==> config.mk <==
export PLATFORM = sky130hd
export DESIGN_NAME = pipe_stage_reg
export DESIGN_NICKNAME = d
export VERILOG_FILES = /design/src/rtl/pipe_stage_reg.sv
export SDC_FILE = /design/constraint.sdc
export NUM_CORES = 1
export LEC_CHECK = 0
export ABC_AREA = 1
export BUFFER_PORTS_ARGS = -buffer_cell sky130_fd_sc_hd__buf_2
export CORE_UTILIZATION = 58
export DETAILED_ROUTE_END_ITERATION = 12
export GPL_ROUTABILITY_DRIVEN = 0
export PLACE_DENSITY = 0.94
export SYNTH_ARGS = -nofsm -noshare
export SYNTH_HDL_FRONTEND = slang
export SYNTH_SLANG_ARGS = --single-unit
==> constraint.sdc <==
create_clock -name clk -period 4.9 [get_ports clk]
set_input_delay 0.98 -clock clk [delete_from_list [all_inputs] [get_ports clk]]
set_output_delay 0.98 -clock clk [all_outputs]
set_load 0.005 [all_outputs]
==> src/rtl/pipe_stage_reg.sv <==
// pipe_stage_reg: flow-controlled pipeline stage register with a two-entry
// skid buffer. It carries NCH data channels plus a control bundle across one
// stage using a valid/ready handshake.
//
// o_ready is taken only from registered state, so there is no combinational
// path from i_ready to o_ready. Full throughput is still kept because the
// skid register absorbs the single beat that arrives while the stall is
// propagating back upstream.
//
// Ports:
//   clk          single clock; all state updates on its rising edge
//   rst          asynchronous active-low reset
//   i_valid      upstream offers a beat
//   o_ready      stage can accept a beat this cycle
//   i_data       NCH channels; channel k at [k*DATA_W +: DATA_W]
//   i_ctrl       control bundle travelling with the beat
//   o_valid      stage presents a beat downstream
//   i_ready      downstream accepts the presented beat
//   o_data       presented data
//   o_ctrl       presented control; zero while o_valid=0 (bubble)
//   i_flush      synchronous squash (only when PIPE_FLUSH_EN is defined)
//   o_stall_cnt  saturating count of cycles with o_valid=1 and i_ready=0
//
// Build option: define PIPE_FLUSH_EN to add the i_flush port.
//
// state    | meaning
// ---------+----------------------------------
// ST_EMPTY | main and skid registers invalid
// ST_ONE   | main register valid
// ST_TWO   | main and skid registers valid

`ifndef DATA_WIDTH
`define DATA_WIDTH 32
`endif

module pipe_stage_reg #(
    parameter int DATA_W = `DATA_WIDTH,
    parameter int NCH    = 3,
    parameter int CTRL_W = 6
) (
    input  logic                  clk,
    input  logic                  rst,
    input  logic                  i_valid,
    output logic                  o_ready,
    input  logic [NCH*DATA_W-1:0] i_data,
    input  logic [CTRL_W-1:0]     i_ctrl,
    output logic                  o_valid,
    input  logic                  i_ready,
    output logic [NCH*DATA_W-1:0] o_data,
    output logic [CTRL_W-1:0]     o_ctrl,
`ifdef PIPE_FLUSH_EN
    input  logic                  i_flush,
`endif
    output logic [15:0]           o_stall_cnt
);

    localparam logic [1:0] ST_EMPTY = 2'd0;
    localparam logic [1:0] ST_ONE   = 2'd1;
    localparam logic [1:0] ST_TWO   = 2'd2;

    logic [1:0]            state;
    logic [1:0]            state_nxt;
    logic [NCH*DATA_W-1:0] m_data;
    logic [CTRL_W-1:0]     m_ctrl;
    logic [NCH*DATA_W-1:0] s_data;
    logic [CTRL_W-1:0]     s_ctrl;
    logic [15:0]           stall_cnt;

    logic flush;
    logic accept;
    logic take;
    logic m_from_in;
    logic m_from_s;
    logic s_from_in;

`ifdef PIPE_FLUSH_EN
    assign flush = i_flush;
`else
    assign flush = 1'b0;
`endif

    assign o_ready = (state != ST_TWO);
    assign o_valid = (state != ST_EMPTY);
    assign accept  = i_valid & o_ready;
    assign take    = o_valid & i_ready;

    always_comb begin
        state_nxt = state;
        m_from_in = 1'b0;
        m_from_s  = 1'b0;
        s_from_in = 1'b0;
        case (state)
            ST_EMPTY: begin
                if (accept) begin
                    state_nxt = ST_ONE;
                    m_from_in = 1'b1;
                end
            end
            ST_ONE: begin
                if (accept && take) begin
                    m_from_in = 1'b1;
                end else if (accept) begin
                    state_nxt = ST_TWO;
                    s_from_in = 1'b1;
                end else if (take) begin
                    state_nxt = ST_EMPTY;
                end
            end
            ST_TWO: begin
                if (take) begin
                    state_nxt = ST_ONE;
                    m_from_s  = 1'b1;
                end
            end
            default: state_nxt = ST_EMPTY;
        endcase
    end

    // Flush overrides any accept/take in the same cycle; the offered beat is lost.
    always_ff @(posedge clk or negedge rst) begin
        if (!rst) begin
            state  <= ST_EMPTY;
            m_data <= '0;
            m_ctrl <= '0;
            s_data <= '0;
            s_ctrl <= '0;
        end else if (flush) begin
            state  <= ST_EMPTY;
            m_data <= '0;
            m_ctrl <= '0;
            s_data <= '0;
            s_ctrl <= '0;
        end else begin
            state <= state_nxt;
            if (m_from_in) begin
                m_data <= i_data;
                m_ctrl <= i_ctrl;
            end else if (m_from_s) begin
                m_data <= s_data;
                m_ctrl <= s_ctrl;
            end
            if (s_from_in) begin
                s_data <= i_data;
                s_ctrl <= i_ctrl;
            end
        end
    end

    // Counts back-pressure independently of flush; only reset clears it.
    always_ff @(posedge clk or negedge rst) begin
        if (!rst) begin
            stall_cnt <= '0;
        end else if (o_valid && !i_ready && (stall_cnt != 16'hFFFF)) begin
            stall_cnt <= stall_cnt + 16'd1;
        end
    end

    assign o_data      = m_data;
    assign o_ctrl      = o_valid ? m_ctrl : '0;
    assign o_stall_cnt = stall_cnt;

endmodule

==> run metrics <==
placed cell area 10700 µm²; met3 wire len 1.68 mm; Clock Skews slightly above 0.008 ns; critical path required time 5.29 ns; vias in the first global route about 7700; R2R Setup Slk 2.18 ns; io pins about 230; critical path class in -> reg; TritonCTS clock tree yes; Metal-1 WL between 9 and 10 mm; setup violators final 0; CTS Sinks 222; Area Overhead vs Synth 20.1%; fin nets 1316; synth cell count leaders 239 x nand2_1, 222 x dfrtp_1, 122 x nor2_1; Syn Area/Cell 9.45 µm²; PwrDens 629 nW/µm²; worst reg2reg path depth 7; initial core utilization 0.597; layout cells sized above 1 0.277; R2R Path Start state[1]; fin util 0.717; maximum fanout along the worst path 84; worst path arrival time between 3 and 4 ns; WHS Endpoint o_data[86]; top-area cell type share of the netlist area 0.581; fin crit period roughly 2.8 ns; root buffer cell clkbuf_16; Hold Fails Final Rpt 0; initial antenna violation count 1; clk slew on worst S/H paths 0.06 ns; HPWL after DPL 14.9 mm; final setup margin about 2.1 ns; Skew-Pair Late Insertion Delay 0.50 ns; Post-DRT Antenna Nets 0; Design Power 7.22 mW; Synth Instances slightly above 1000; sequential share of the synthesized area 0.581; Die Span X between 100 and 150 µm; type of the tightest min-delay check reg -> reg; post-synthesis cell type count 28; # Post-CTS Setup Buffers 0; DIE AREA between 15000 and 20000 µm²; dominant cells by area after synthesis dfrtp_1 58%, nand2_1 9.4%, mux2_2 6.8%, a21oi_1 5.2%, nor2_1 4.8%; largest net degree at the start of global routing 141; status finished, final reports clean; drt first pass iters 5; crit share post-route 0.564; worst vdd rail ir drop between 0.5 and 0.6 mV; Mapped Area 9560 µm²; FF-to-FF End s_data[88]; Resized cells post-CTS 0; met2 WL post-DR about 12 mm; Comb power frac 0.318; via density per instance 5.65; H-tree depth 1; FMAX 0.362 GHz; die height between 100 and 150 µm; Internal around 4.7 mW; Seq cells post-synth 222; number of synthesized flops with an enable pin 0; routed wire length 24.1 mm; dpl ws 1.71 ns; Seq pwr share 0.450; total congestion overflow 0; wire length per cell 16.7 µm; FFs w/ async S/R, synth 1.00; P_sw between 2 and 3 mW; ys flop type dfrtp_1; Final Max Tran Viols 0; top-count cell post-synth nand2_1; post-route DRC violation count 0; Crit. End Element register; CP Launch Type primary input; Clock Path Buffers 3; Port Buffer Count 225; Worst-Margin Slew between 1 and 1.5 ns; Clock power frac 0.232; routed via count 8160; post-synth top area cell dfrtp_1; global-route wire length before repair between 30 and 40 mm; FILL cells 1142; post-route cell area approximately 11000 µm²; max layer used met5; hold path start o_data[86]; static leakage 5.63 nW; max_cap viols 0; cts bufs inserted 23; Setup TNS Final 0 ns; Rel. slew slack 0.254; DRT iter0 DRCs 755; Synth warnings 0; GRT Overall Usage 0.282; RSZ-0062 raised after global routing no; worst hold slack 0.482 ns; Non-Filler Instances around 1400; Sw Share 0.348; Worst Hold Path Cells 2; DP Cell Count 1400; hold_buf cts 0; # rows 46; Syn Nets 1118; Core Area 16000 µm²
==> sequential cells by signal, indices dropped and copies added (netlist names) <==
register     flops
o_stall_cnt     16
s_data          96
s_ctrl           6
m_ctrl           6
state            2
o_data          96
==> power by group through the flow <==
stage                     combinational (mW)  sequential [mW]  clock, mW
final                                   2.30             3.25       1.67
after global routing                    2.58             3.34       1.77
after CTS                               2.31             3.23       1.70
after detailed placement                2.28             3.23          0
after global placement                  2.17             3.18          0
after floorplan                         1.37             3.18          0
==> critical path, cell delays in order <==
cell and delay [ns]:
buf_2 0.08, nand2_1 0.13, inv_2 0.49, nand2_4 0.74, buf_4 0.49, nand2_1 0.09
nand2_1 0.07
==> cell type report <==
class / count / area [µm²] / area share
Tap cell: 216 / 270 / 0.0235
Clock inverter: 5 / 35.0 / 0.00305
Clock buffer: 37 / 698 / 0.0608
Antenna cell: 3 / 7.51 / 0.000654
Sequential cell: 222 / 5560 / 0.484
Inverter: 26 / 100 / 0.00872
Multi-Input combinational cell: 701 / 3590 / 0.313
Timing Repair Buffer: 235 / 1220 / 0.107
==> kinds of logic after synthesis <==
logic type,count (synthesis),share of synthesized area
muxes,69,0.0813
AOI/OAI and AO/OA,211,0.113
xor gates and xnor gates,7,0.00642
and+or+nand+nor,413,0.172
buffers and inverters,88,0.0448
DFF,222,0.581
adders and majority gates,1,0.00131
==> layer usage <==
metal	GRT usage	vias up
met1	0.366	3974
met5	0	-
met2	0.474	372
met3	0.0472	64
li1	-	3748
met4	0.112	2
==> cell usage in the layout (no fill, tap or decap), types with 7 or more instances in the layout <==
| cell | n |
|---|---|
| clkbuf_16 | 23 |
| nand3_1 | 40 |
| xnor2_1 | 7 |
| o21ai_1 | 27 |
| mux2_1 | 11 |
| clkbuf_1 | 7 |
| buf_2 | 224 |
| dfrtp_1 | 222 |
| inv_1 | 20 |
| o21ai_0 | 74 |
| a21oi_1 | 99 |
| clkbuf_8 | 7 |
| buf_4 | 9 |
| nand2_1 | 239 |
| mux2_2 | 58 |
| nor2_1 | 122 |
==> how the worst max path moves through the flow <==
stage / from / endpoint / slack, ns / cells past startpoint
final: i_valid / s_data[88] / 2.14 / 7
after global routing: i_valid / s_data[80] / 2.05 / 7
after CTS: state[1] / o_ctrl[3] / 2.17 / 3
after detailed placement: i_valid / s_data[92] / 1.71 / 7
after global placement: i_valid / s_data[90] / 1.75 / 7
after floorplan: i_valid / s_data[51] / 2.89 / 6
No activity file was read; power rests on OpenSTA's default activity.
